**config.mk**
```make
export PLATFORM = sky130hd
export DESIGN_NAME = reaction_timer_ctrl
export DESIGN_NICKNAME = d
export VERILOG_FILES = /design/src/rtl/reaction_timer_ctrl.sv
export SDC_FILE = /design/constraint.sdc
export NUM_CORES = 1
export LEC_CHECK = 0
export CAP_MARGIN = 20
export CORE_MARGIN = 10
export CORE_UTILIZATION = 44
export CTS_BUF_LIST = sky130_fd_sc_hd__clkbuf_8 sky130_fd_sc_hd__clkbuf_16
export DETAILED_ROUTE_END_ITERATION = 7
export PLACE_DENSITY_LB_ADDON = 0.15
export SYNTH_ARGS = -nofsm -noshare
export SYNTH_HDL_FRONTEND = slang
export SYNTH_SLANG_ARGS = --single-unit
```
**constraint.sdc**
```tcl
create_clock -name clk -period 3.45 [get_ports clk]
set_input_delay 0.8625 -clock clk [delete_from_list [all_inputs] [get_ports clk]]
set_output_delay 0.8625 -clock clk [all_outputs]
set_load 0.05 [all_outputs]
```
**src/rtl/reaction_timer_ctrl.sv**
```systemverilog
// Reaction-timer trial sequencer: random pre-go delay, reaction count, false-start/timeout detection.
// Optional best-time tracking is built when BEST_TIME_EN is defined.
module reaction_timer_ctrl #(
  parameter int CNT_W      = 32,
  parameter int DELAY_MIN  = 1000,
  parameter int DELAY_BITS = 10,
  parameter int TIMEOUT    = 100000
) (
  input  logic             clk,
  input  logic             reset_n,
  input  logic             ss,
  output logic             go,
  output logic             capture,
  output logic [CNT_W-1:0] result,
  output logic             result_valid,
  output logic             timeout,
  output logic             false_start,
  output logic             busy,
  output logic [CNT_W-1:0] best
);

  typedef enum logic [2:0] {IDLE, ARM, GO, DONE, FAULT} state_t;

  localparam logic [CNT_W-1:0] DLY_BASE = CNT_W'(DELAY_MIN);
  localparam logic [CNT_W-1:0] TMO_LAST = CNT_W'(TIMEOUT - 1);
  localparam logic [CNT_W-1:0] TMO_VAL  = CNT_W'(TIMEOUT);
  localparam logic [CNT_W-1:0] ONE      = CNT_W'(1);

  state_t           state;
  logic             ss_q;
  logic             press;
  logic [15:0]      lfsr;
  logic [CNT_W-1:0] dly;
  logic [CNT_W-1:0] rt;
  logic [CNT_W-1:0] delay_load;

  assign press      = ss & ~ss_q;
  assign delay_load = DLY_BASE + CNT_W'(lfsr[DELAY_BITS-1:0]);

  // Free-running Fibonacci LFSR, taps 16,14,13,11; the seed keeps it off the all-zero lockup.
  always_ff @(posedge clk or negedge reset_n) begin
    if (!reset_n) begin
      ss_q <= 1'b0;
      lfsr <= 16'hACE1;
    end else begin
      ss_q <= ss;
      lfsr <= {lfsr[14:0], lfsr[15] ^ lfsr[13] ^ lfsr[12] ^ lfsr[10]};
    end
  end

  always_ff @(posedge clk or negedge reset_n) begin
    if (!reset_n) begin
      state        <= IDLE;
      go           <= 1'b0;
      busy         <= 1'b0;
      capture      <= 1'b0;
      result       <= '0;
      result_valid <= 1'b0;
      timeout      <= 1'b0;
      false_start  <= 1'b0;
      dly          <= '0;
      rt           <= '0;
    end else begin
      capture <= 1'b0;
      case (state)
        IDLE: if (press) begin
          state <= ARM;
          busy  <= 1'b1;
          dly   <= delay_load;
        end
        ARM: begin
          // A press ends the trial even on the cycle the delay expires.
          if (press) begin
            state       <= FAULT;
            busy        <= 1'b0;
            false_start <= 1'b1;
          end else if (dly == '0) begin
            state <= GO;
            go    <= 1'b1;
            rt    <= '0;
          end else begin
            dly <= dly - ONE;
          end
        end
        GO: begin
          if (press) begin
            state        <= DONE;
            go           <= 1'b0;
            busy         <= 1'b0;
            result       <= rt;
            capture      <= 1'b1;
            result_valid <= 1'b1;
            timeout      <= 1'b0;
          end else if (rt == TMO_LAST) begin
            state        <= DONE;
            go           <= 1'b0;
            busy         <= 1'b0;
            result       <= TMO_VAL;
            capture      <= 1'b1;
            result_valid <= 1'b1;
            timeout      <= 1'b1;
          end else begin
            rt <= rt + ONE;
          end
        end
        DONE: if (press) begin
          state        <= ARM;
          busy         <= 1'b1;
          dly          <= delay_load;
          result_valid <= 1'b0;
          timeout      <= 1'b0;
        end
        FAULT: if (press) begin
          state       <= IDLE;
          false_start <= 1'b0;
        end
        default: state <= IDLE;
      endcase
    end
  end

`ifdef BEST_TIME_EN
  // Updated on the same edge that captures a pressed (non-timeout) result.
  always_ff @(posedge clk or negedge reset_n) begin
    if (!reset_n)
      best <= '1;
    else if (state == GO && press && rt < best)
      best <= rt;
  end
`else
  assign best = '1;
`endif

endmodule

```
### Yosys cells after proc, flatten, opt, wreduce, memory -nomap -nowiden

Cells that the tools add are included.

| storage, ports and cells | value |
|---|---|
| flip-flop bits (word level) | 122 |
| bits of input ports | 3 |
| output and inout bits | 70 |
| logic and storage cells | 88 |

| cells by class | value |
|---|---|
| add/sub/neg operators | 3 |
| eq/ne operators | 16 |
| multiplexer cells | 35 |
| bitwise gates (word level) | 5 |
| reductions and logical operators | 17 |

Operators by type and width:

| cell | number |
|---|---|
| 2-to-1 mux 32 bit | 9 |
| case mux 32 bit (2 select lines) | 2 |
| adder 32 x 1 -> 32 bit, second input constant | 1 |
| equality test 32 x 17 -> 1 bit, second input constant | 1 |
| logical NOT 32 bit | 1 |
| subtractor 32 x 1 -> 32 bit, second input constant | 1 |
| 2-to-1 mux 3 bit | 6 |
| inequality test 2 bit, second input constant | 8 |
| AND reduction 4 bit | 4 |
| 2-to-1 mux 1 bit | 12 |
| case mux 3 bit (4 select lines) | 1 |
| adder 10 x 10 -> 11 bit, first input constant | 1 |
| nonzero test 2 bit | 5 |
| case mux 1 bit (2 select lines) | 4 |
| equality test 3 x 2 -> 1 bit, second input constant | 2 |
| inequality test 3 bit, second input constant | 2 |
| AND reduction 3 bit | 2 |
| AND reduction 5 bit | 1 |
| equality test 3 x 1 -> 1 bit, second input constant | 1 |
| equality test 3 bit, second input constant | 1 |
| logical NOT 3 bit | 1 |
| case mux 1 bit (3 select lines) | 1 |
| nonzero test 3 bit | 1 |
| XOR 1 bit | 3 |
| other kinds (5) | 5 |

### Logic depth before layout (Yosys ltp)

Gate-level depths: netlist (run 1).

| logic depth | value |
|---|---|
| word-level depth | 4 |
| depth in mapped cells | 10 |
| depth with buffers taken out | 7 |

### Worst setup path before layout (run 1)

No wires, ideal clock.

| timing path | value |
|---|---|
| kind | in2reg |
| start point | input ss |
| end point | register dly[29] |
| setup time | 0.078 ns |
| data arrival time | 2.308 ns |
| data required time | 3.372 ns |
| path slack | 1.064 ns |
| stages | 5 |
| path buffers | 0 |
| path through | nor4b_1 a211oi_1 or4_1 or4_1 a21oi_1 |

| between the ends | value |
|---|---|
| word-level cells in the longest chain between the ends | 3 |
| elaborated cells between the ends (all ways) | 4 |
| classes of those cells | 2 x eq/ne; 1 x bitwise; 1 x reduce/logical |

RTL lines:

| what | RTL line | text |
|---|---|---|
| start: declaration | 11 | `input logic ss,` |
| AND 1 bit (*) | 37 | `assign press = ss & ~ss_q;` |
| inequality test 2 x 1 -> 1 bit (no source line) or inequality test 2 bit (tied branches) | -- |  |
| AND reduction 4 bit (no source line) (*) | -- |  |
| end signal: assignment | 69 | `dly <= delay_load;` |
| end signal: assignment | 82 | `dly <= dly - ONE;` |
| end signal: assignment | 109 | `dly <= delay_load;` |
| end: declaration | 33 | `logic [CNT_W-1:0] dly;` |

Every way passes the cells marked *; elsewhere a longest branch is shown, timed or not.
A chain may end at the register's enable or synchronous reset.

### Final worst setup path (run 1)

| timing path | value |
|---|---|
| start point | register rt[0] |
| end point | register rt[8] |

| between the ends | value |
|---|---|
| word-level cells in the longest chain between the ends | 4 |
| elaborated cells between the ends (all ways) | 7 |
| classes of those cells | 1 x add/sub; 2 x eq/ne; 3 x mux; 1 x reduce/logical |

RTL lines:

| what | RTL line | text |
|---|---|---|
| start: declaration | 34 | `logic [CNT_W-1:0] rt;` |
| start signal: assignment | 103 | `rt <= rt + ONE;` |
| adder 32 x 1 -> 32 bit | 103 |  |
| 2-to-1 mux 32 bit | 94 | `end else if (rt == TMO_LAST) begin` |
| 2-to-1 mux 32 bit | 86 | `if (press) begin` |
| case mux 32 bit (2 select lines) | 65 | `case (state)` |

Parallel ways exist; a longest one is shown, timed or not. The select of a mux whose other input is x is not followed.

==> impl_metrics.csv, run 1 <==
group,metric,value,unit
min_path,min_path_type,"reg2reg",
die,io_pins,73,
drt,routed-via-count,5290,
final_layout,multi_input_area,2960,µm²
final_layout,final_cell_area,7400,µm²
setup_path,start_kind,"flop",
synthesis,synth_top_area_share,45.0,%
synthesis,synth-async-reset-ratio,100,%
final_layout,drive_above_1_share,11.8,%
global_routing,antenna_found_initial,0,
setup_path,worstSetupEndpointType,"flop",
final_layout,nNetsFinal,697,
power,power_leakage,3.13,nW
flow_run,maxCapViolCount,0,
timing,post-route-min-period,2.84,ns
placed_design,gp_congestion,0.865,
synthesis,synth.cell_area,6340,µm²
timing,slew_violations,0,
clocking,clk_path_buf_depth,2,
clocking,cts-htree-levels,4,
die,placementRows,43,
timing,rsz0062_at_grt,"no",
global_routing,grt-ovfl-total,0,
clocking,tritoncts,"done",
power,p_per_area,776,nW/µm²
timing,maxSlewHeadroom,39.2,%
clocking,post-cts-setup-buffers,0,
timing,fmax,352,MHz
synthesis,synth_cells,646,
final_layout,n_antenna_cell,0,
setup_path,critical_path_arrival,3.16,ns
timing,setup_tns,0,ns
global_routing,grt_usage,17.0,%
power,finalPower,0.00574,W
placed_design,place_inst,852,
clocking,cts_made_buffers,17,
synthesis,yosys-top-cells-area,"dfrtp_1, buf_4, a22o_1",
synthesis,syn_avg_cell_area,9.81,µm²
synthesis,synth-edff-count,0,
global_routing,grt_pass1_wl,27600,µm
drt,ant_nets,0,
power,peakVddDrop,0.488,mV
final_layout,final_cells,884,
clocking,root_buffer,"clkbuf_16",
die,start_util,45.3,%
clocking,clkTransAtPathRegs,0.06,ns
timing,final-setup-viol-count,0,
die,core-area,14000,µm²
final_layout,syn_to_final_growth,16.7,%
drt,wl_per_cell,18.9,µm
synthesis,synth_cell_type_count,69,
global_routing,grt_pass1_vias,5187,
final_layout,fillers,1309,
clocking,worstSkewPairLatency,0.42,ns
clocking,postCtsHoldBufs,0,
clocking,clkSinkCount,122,
die,die_x,140,µm
synthesis,synth.largest_area_cell,"dfrtp_1",
synthesis,ys_ff_latch,122,
final_layout,register_area,3060,µm²
timing,hold_violations,0,
drt,drt_iter0_markers,387,
drt,drc_errors,0,
drt,routed_via_density,5.98,
global_routing,grt_max_degree,72,
run_status,outcome,"finished clean",
placed_design,post_dp_cell_area,6850,µm²
synthesis,synth-seq-area-share,48.3,%
drt,first_pass_iters,7,
setup_path,worstSetupPathType,"reg2reg",
setup_path,cp_max_fo,22,
timing,period_share,82.3,%
die,die-area,19600,µm²
synthesis,ys.flop_type,"dfrtp_1",
placed_design,io_buffers,40,
placed_design,dp_hpwl,11400,µm
timing,fin_skew,0.0101,ns
drt,wl,16700,µm
clocking,cts_resized,0,
timing,tightest_slew,0.913,ns
synthesis,yosys_warnings,0,
die,die_y,140,µm
setup_path,cp.required,3.77,ns
## layout by cell type (no fill, tap or decap), drive strengths merged, types with 25 or more instances in the layout
| cell | n |
|---|---|
| dfrtp | 114 |
| nand3 | 29 |
| a21oi | 35 |
| a22o | 26 |
| conb | 32 |
| clkdlybuf4s50 | 39 |
| nor3 | 25 |
| o21ai | 25 |
| o31ai | 26 |
| nand2 | 43 |
| nor2 | 53 |
## power breakdown
part | switching (W) | total (W) | internal (W)
Clock | 0.000679 | 0.00164 | 0.000956
Combinational | 0.00146 | 0.00218 | 0.000714
Sequential | 0.000261 | 0.00192 | 0.00166
## sequential cells by signal (all words and copies together) (netlist names)
name and flops:
go 1, capture 1, timeout 1, result 32, false_start 1, result_valid 1
state 3, rt 32, ss_q 1, lfsr 16, busy 1, dly 32
## kinds of logic after synthesis
logic type,synth area share (%)
simple gates,22.2
fa+ha+maj,0.592
mux,0.809
flops,48.3
compound gates,18.1
xor+xnor,3.04
buf+inv,6.93
other cells,0.0591
## path summary, 6_finish.rpt
check                                          end  depth (start not counted)                from  slack, ns
worst min register to register  lfsr[15]$_DFF_PN1_                          0  lfsr[14]$_DFF_PN0_       0.35
worst max register to register   rt[8]$_DFFE_PN0P_                          7   rt[0]$_DFFE_PN0P_       0.61
min in group asynchronous       rt[22]$_DFFE_PN0P_                          1             reset_n       0.58
worst min-delay path            lfsr[15]$_DFF_PN1_                          0  lfsr[14]$_DFF_PN0_       0.35
worst max-delay path             rt[8]$_DFFE_PN0P_                          7   rt[0]$_DFFE_PN0P_       0.61
max in group asynchronous        lfsr[6]$_DFF_PN1_                          2             reset_n       2.08
## cell usage after synthesis (all sizes together) (2+ instances only)
| cell type | count |
|---|---|
| nand3 | 29 |
| o2111ai | 5 |
| nor3 | 25 |
| xor2 | 19 |
| dfstp | 8 |
| and4 | 7 |
| nor3b | 5 |
| buf | 44 |
| o311ai | 3 |
| or2 | 5 |
| xnor2 | 3 |
| and2 | 4 |
| or4 | 18 |
| o21a | 2 |
| dfrtp | 114 |
| o21ai | 25 |
| nor2b | 2 |
| inv | 12 |
| a211o | 2 |
| a21oi | 35 |
| or3 | 14 |
| a2bb2oi | 3 |
| o31ai | 26 |
| and3 | 5 |
| nand2 | 43 |
| nor2 | 53 |
| a21boi | 2 |
| nor4 | 12 |
| a22o | 26 |
| o211ai | 5 |
| ha | 3 |
| a31oi | 11 |
| o22a | 6 |
| nor4b | 2 |
| clkbuf | 20 |
| nand4b | 2 |
| a22oi | 3 |
| nand4 | 19 |
| or3b | 3 |
| mux2i | 4 |
| a31o | 2 |
## metal layers
metal	global-route usage, %	wire (µm)	part of all wire [%]
met1	20.5	7030	42
met2	28.5	8390	50
met3	4.97	1010	6.0
met5	0	0	0
met4	5.60	242	1.5
## area by class of cell
cell class	instances	share of cell area, %
Sequential cell	122	41.4
Clock inverter	13	1.30
Clock buffer	19	6.12
Timing Repair Buffer	59	7.48
Multi-Input combinational cell	479	40.0
Inverter	12	0.609
Tap cell	180	3.05
## metrics by stage
stage / util (%) / setup slack [ns] / hold slack, ns
after floorplan: - / 1.06 / 0.333
after global placement: 48.9 / 0.305 / 0.340
after detailed placement: 48.9 / 0.223 / 0.351
after CTS: 52.9 / 0.620 / 0.358
after global routing: 52.9 / 0.441 / 0.359
final: 52.9 / 0.612 / 0.353
## critical path: stages, from the launching register on
cell	delay [ns]
dfrtp_1	0.45
ha_1	0.30
nor4bb_1	0.32
nand4_1	0.13
buf_4	0.21
o21ai_2	0.63
nand2_1	0.36
a31oi_1	0.32
(Power assumes the default switching activity.)
==> run 2: changes to the inputs <==
==> constraint.sdc (replaced) <==
create_clock -name clk -period 2.94 [get_ports clk]
set_input_delay 0.735 -clock clk [delete_from_list [all_inputs] [get_ports clk]]
set_output_delay 0.735 -clock clk [all_outputs]
set_load 0.05 [all_outputs]
==> run 2 against run 1 <==
Compared with the run above: flip-flop and latch count did not move; die area stayed put; setup slack worse by 0.31 ns; core utilization rose by 0.98 points; combinational power is 20% higher; clock power is 23% higher; cell count grew 1.5%; design area rose by 1.9%; total power up 20%; wire length decreased by 0.55%.
==> impl_metrics.csv, run 2 (synthesis results as in run 1) <==
group,metric,value,unit
final_layout,layout_common_cells,"dfrtp_1, nor2_1, nand2_1",
power,switching_share,41.2,%
clocking,post-cts-setup-buffers,0,
global_routing,antenna_found_initial,0,
placed_design,gp_congestion,0.925,
timing,fin_ws,0.302,ns
placed_design,io_buffers,40,
drt,drt_iter0_markers,428,
clocking,clkTransAtPathRegs,0.06,ns
drt,drc_errors,0,
timing,fin_skew,0.00813,ns
global_routing,grt_max_degree,56,
placed_design,dp_hpwl,11600,µm
final_layout,register_area,3060,µm²
clocking,cts_resized,0,
global_routing,grt_pass1_wl,28100,µm
drt,routed_via_density,5.95,
die,placementRows,43,
clocking,cts-htree-levels,4,
clocking,worstSkewPairLatency,0.42,ns
timing,slew_violations,0,
power,p_per_area,913,nW/µm²
placed_design,pre_cts_ws,0.112,ns
timing,period_share,89.7,%
power,power_leakage,3.21,nW
setup_path,reg2reg_depth,5,
min_path,holdPathStages,0,
global_routing,globalRouteMet3Util,4.83,%
final_layout,layout_commonest_cell,"dfrtp_1",
global_routing,grt_util_met1,21.0,%
clocking,cts_made_buffers,17,
timing,post-route-min-period,2.64,ns
setup_path,cp.required,3.28,ns
final_layout,n_antenna_cell,0,
clocking,root_buffer,"clkbuf_16",
clocking,postCtsHoldBufs,0,
final_layout,reg_top3,"dly x32, result x32, rt x32",
global_routing,grt_usage,17.2,%
setup_path,worstSetupEndpointType,"flop",
power,finalPower,0.00688,W
min_path,min_path_type,"reg2reg",
final_layout,multi_input_area,2960,µm²
clocking,clkSinkCount,122,
die,core-area,14000,µm²
die,start_util,45.3,%
timing,final-setup-viol-count,0,
global_routing,grt.busiest_layer,"met2",
timing,hold_violations,0,
timing,rsz0062_at_grt,"no",
drt,routed-via-count,5333,
global_routing,met2_usage,28.2,%
final_layout,nNetsFinal,710,
drt,first_pass_iters,5,
setup_path,critical_path_arrival,2.98,ns
global_routing,grt_pass1_vias,5483,
timing,fmax,379,MHz
power,p_switching,0.00283,W
final_layout,syn_to_final_growth,18.8,%
run_status,outcome,"finished clean",
clocking,clk_path_buf_depth,2,
setup_path,cp_max_fo,6,
setup_path,start_kind,"flop",
die,die_x,140,µm
power,p_comb_share,37.9,%
final_layout,drive_above_1_share,13.4,%
die,die-area,19600,µm²
power,internal_power,0.00404,W
drt,wl_per_cell,18.5,µm
drt,ant_nets,0,
die,io_pins,73,
die,die_y,140,µm
setup_path,worstSetupPathType,"reg2reg",
timing,maxSlewHeadroom,43.0,%
power,p_seq_share,32.9,%
global_routing,grt-ovfl-total,0,
power,clockPowerShare,29.2,%
clocking,tritoncts,"done",
flow_run,maxCapViolCount,0,
final_layout,fillers,1305,
drt,wl,16600,µm
power,peakVddDrop,0.502,mV
timing,tightest_slew,0.847,ns
timing,setup_tns,0,ns
[run 2: layout make-up]
cell class	instances	share of cell area, %
clock buffer	18	5.83
clock inverter	14	1.83
inverter	12	0.598
multi-input combinational	479	39.3
sequential	122	40.7
tap	180	2.99
timing repair buffer	72	8.80
[run 2: per-stage QoR]
stage          hold WS, ns  cell area, µm²  utilization (%)  cells
2_1_floorplan        0.333            6460                -    677
3_3_place_gp         0.339            6960             49.7    865
3_5_place_dp         0.341            6960             49.7    865
4_1_cts              0.355            7530             53.9    897
5_1_grt              0.355            7530             53.9    897
6_report             0.353            7530             53.9    897
[run 2: routing by layer]
metal	vias up	wire length, µm
li1	2478	-
met1	2656	7230
met2	159	8150
met3	40	863
met4	0	331
met5	-	0
[run 2: path summary, 6_finish.rpt]
check	from	to	slack, ns
max	dly[12]$_DFFE_PN0P_	dly[29]$_DFFE_PN0P_	0.30
min	lfsr[14]$_DFF_PN0_	lfsr[15]$_DFF_PN1_	0.35
max reg2reg	dly[12]$_DFFE_PN0P_	dly[29]$_DFFE_PN0P_	0.30
min reg2reg	lfsr[14]$_DFF_PN0_	lfsr[15]$_DFF_PN1_	0.35
max in group asynchronous	reset_n	rt[2]$_DFFE_PN0P_	1.86
min in group asynchronous	reset_n	dly[7]$_DFFE_PN0P_	0.39
[run 2: power groups by stage]
stage	Sequential [W]	Clock, W	Combinational (W)
6_report	0.00226	0.00201	0.00261
5_1_grt	0.00232	0.00214	0.00284
4_1_cts	0.00226	0.00204	0.00261
3_5_place_dp	0.00228	0	0.00259
3_3_place_gp	0.00227	0	0.00255
2_1_floorplan	0.00261	0	0.00149
[run 2: critical path: stages (launching register included)]
cell	delay, ns
dfrtp_1	0.40
or4_1	0.69
nor4_1	0.59
nand2_1	0.23
or4_1	0.51
a21oi_1	0.15
==> run 3: changes to the inputs <==
--- a/config.mk
+++ b/config.mk
@@ -6,11 +6,14 @@
 export NUM_CORES = 1
 export LEC_CHECK = 0
 export CAP_MARGIN = 20
+export CELL_PAD_IN_SITES_DETAIL_PLACEMENT = 0
+export CELL_PAD_IN_SITES_GLOBAL_PLACEMENT = 1
 export CORE_MARGIN = 10
 export CORE_UTILIZATION = 44
 export CTS_BUF_LIST = sky130_fd_sc_hd__clkbuf_8 sky130_fd_sc_hd__clkbuf_16
 export DETAILED_ROUTE_END_ITERATION = 7
-export PLACE_DENSITY_LB_ADDON = 0.15
+export PLACE_DENSITY_LB_ADDON = 0.25
 export SYNTH_ARGS = -nofsm -noshare
 export SYNTH_HDL_FRONTEND = slang
 export SYNTH_SLANG_ARGS = --single-unit
+export TNS_END_PERCENT = 30
==> run 3 against run 2 <==
Compared with the run above: critical path depth is 2 higher; global-route usage increased by 0.059 points; non-clock buffer count rose by 5.
==> impl_metrics.csv, run 3 (synthesis results as in run 1) <==
group,metric,value,unit
timing,fmax,379,MHz
clocking,post-cts-setup-buffers,0,
final_layout,fillers,1233,
min_path,min_path_type,"in2async",
setup_path,cp-endpoint,"rt[21]$_DFFE_PN0P_",
drt,routed-via-count,5298,
setup_path,start_kind,"flop",
final_layout,reg_top3,"dly x32, result x32, rt x32",
clocking,postCtsHoldBufs,0,
setup_path,cp_num_cells,7,
clocking,tritoncts,"done",
timing,setup_tns,0,ns
final_layout,n_antenna_cell,0,
setup_path,worstSetupPathType,"reg2reg",
setup_path,r2r_start,"rt[1]$_DFFE_PN0P_",
setup_path,timing.rr.end,"rt[21]$_DFFE_PN0P_",
clocking,clkTransAtPathRegs,0.06,ns
final_layout,nNetsFinal,715,
setup_path,worstSetupStartpoint,"rt[1]$_DFFE_PN0P_",
clocking,cts-htree-levels,4,
power,peakVddDrop,0.543,mV
timing,post-route-min-period,2.64,ns
clocking,worstSkewPairLatency,0.42,ns
power,finalPower,0.00723,W
setup_path,critPathSlowestCell,"o211ai_1",
final_layout,syn_to_final_growth,20.7,%
power,power_leakage,3.28,nW
global_routing,grt_pass1_wl,28000,µm
drt,drt_iter0_markers,399,
timing,final-setup-viol-count,0,
die,io_pins,73,
clocking,clkSinkCount,122,
global_routing,grt-ovfl-total,0,
setup_path,worstSetupEndpointType,"flop",
placed_design,io_buffers,40,
die,die_y,140,µm
setup_path,reg2reg_depth,7,
placed_design,pre_cts_ws,0.0155,ns
placed_design,dp_hpwl,11800,µm
final_layout,multi_input_area,2960,µm²
timing,fin_skew,0.00600,ns
clocking,cts_resized,0,
placed_design,post_dp_cell_area,7010,µm²
setup_path,slowest_delay,0.56,ns
timing,maxSlewHeadroom,43.6,%
die,core-area,14000,µm²
global_routing,grt_pass1_vias,5327,
timing,period_share,89.8,%
setup_path,critPathBufInv,1,
global_routing,grt_usage,17.2,%
timing,rsz0062_at_grt,"no",
setup_path,rrSetupSlack,0.30,ns
timing,hold_violations,0,
setup_path,crit_chain,"ha_1 > nor4bb_1 > nand4_1 > buf_4 > o211ai_1 > o21ai_0 > a21oi_1",
timing,tightest_slew,0.839,ns
die,die_x,140,µm
setup_path,cp_max_fo,9,
timing,slew_violations,0,
clocking,root_buffer,"clkbuf_16",
drt,ant_nets,0,
setup_path,cp.required,3.28,ns
clocking,clk_path_buf_depth,2,
drt,routed_via_density,5.87,
die,start_util,45.3,%
global_routing,antenna_found_initial,0,
die,placementRows,43,
power,p_per_area,944,nW/µm²
final_layout,drive_above_1_share,13.9,%
drt,first_pass_iters,5,
setup_path,critical_path_arrival,2.98,ns
final_layout,register_area,3060,µm²
flow_run,maxCapViolCount,0,
drt,drc_errors,0,
final_layout,final_cell_area,7650,µm²
placed_design,gp_congestion,0.858,
clocking,cts_made_buffers,17,
drt,wl_per_cell,18.8,µm
final_layout,layout_common_cells,"dfrtp_1, nor2_1, nand2_1",
timing,fin_ws,0.301,ns
setup_path,cpLargestDelayFamily,"compound AO/OA/AOI/OAI gates",
run_status,outcome,"finished clean",
die,die-area,19600,µm²
global_routing,grt_max_degree,53,
drt,wl,17000,µm
final_layout,layout_commonest_cell,"dfrtp_1",
run 3: cell types whose count changed in the layout (fill, tap and decap cells not counted), moves of 2 or more:
cell        change
clkinvlp_4      -2
clkinv_4        -2
buf_4           +4
inv_6           -3
clkbuf_8        +3
bufinv_16       +3
run 3: worst register-to-register path, delay by kind of cell, from the launching register on:
family / cells / cell delay, ns
AND/OR/NAND/NOR: 2 / 0.67
adder cells (fa/ha/maj): 1 / 0.29
AO/OA/AOI/OAI: 3 / 0.91
buffers and inverters: 1 / 0.28
flip-flops: 1 / 0.42
run 3: worst min-delay path by stage:
stage                             from                 end  slack (ns)  cells past startpoint
global route                   reset_n   rt[8]$_DFFE_PN0P_        0.21                      1
finish                         reset_n   lfsr[8]$_DFF_PN0_        0.21                      1
detailed placement  lfsr[14]$_DFF_PN0_  lfsr[15]$_DFF_PN1_        0.34                      0
global placement    lfsr[14]$_DFF_PN0_  lfsr[15]$_DFF_PN1_        0.34                      0
CTS                            reset_n  dly[2]$_DFFE_PN0P_        0.20                      1
floorplan           lfsr[14]$_DFF_PN0_  lfsr[15]$_DFF_PN1_        0.33                      0
run 3: through the flow:
| stage | util (%) | std cells | hold WS [ns] |
|---|---|---|---|
| after floorplan | - | 677 | 0.333 |
| after global placement | 50.1 | 870 | 0.340 |
| after detailed placement | 50.1 | 870 | 0.342 |
| after CTS | 54.7 | 902 | 0.204 |
| after global routing | 54.7 | 902 | 0.214 |
| final | 54.7 | 902 | 0.206 |
run 3: where the power goes:
group,switching [W],leakage (nW),internal (W)
Clock,0.000771,0.317,0.00151
Sequential,0.000261,1.60,0.00195
Combinational,0.00180,1.37,0.000934
Total,0.00284,3.28,0.00439
run 3: routing by layer:
| layer | part of all wire [%] | track usage (%) | vias up |
|---|---|---|---|
| met5 | 0 | 0 | - |
| met3 | 4.1 | 4.80 | 17 |
| met2 | 50 | 28.3 | 128 |
| met4 | 1.4 | 5.87 | 0 |
| met1 | 44 | 21.3 | 2659 |
| li1 | - | - | 2494 |
run 3: area by class of cell:
class / count / area share [%]
tap: 180 / 2.94
clock buffer: 21 / 6.28
timing repair buffer: 77 / 9.32
sequential: 122 / 40.0
multi-input combinational: 479 / 38.7
inverter: 12 / 0.589
clock inverter: 11 / 2.17
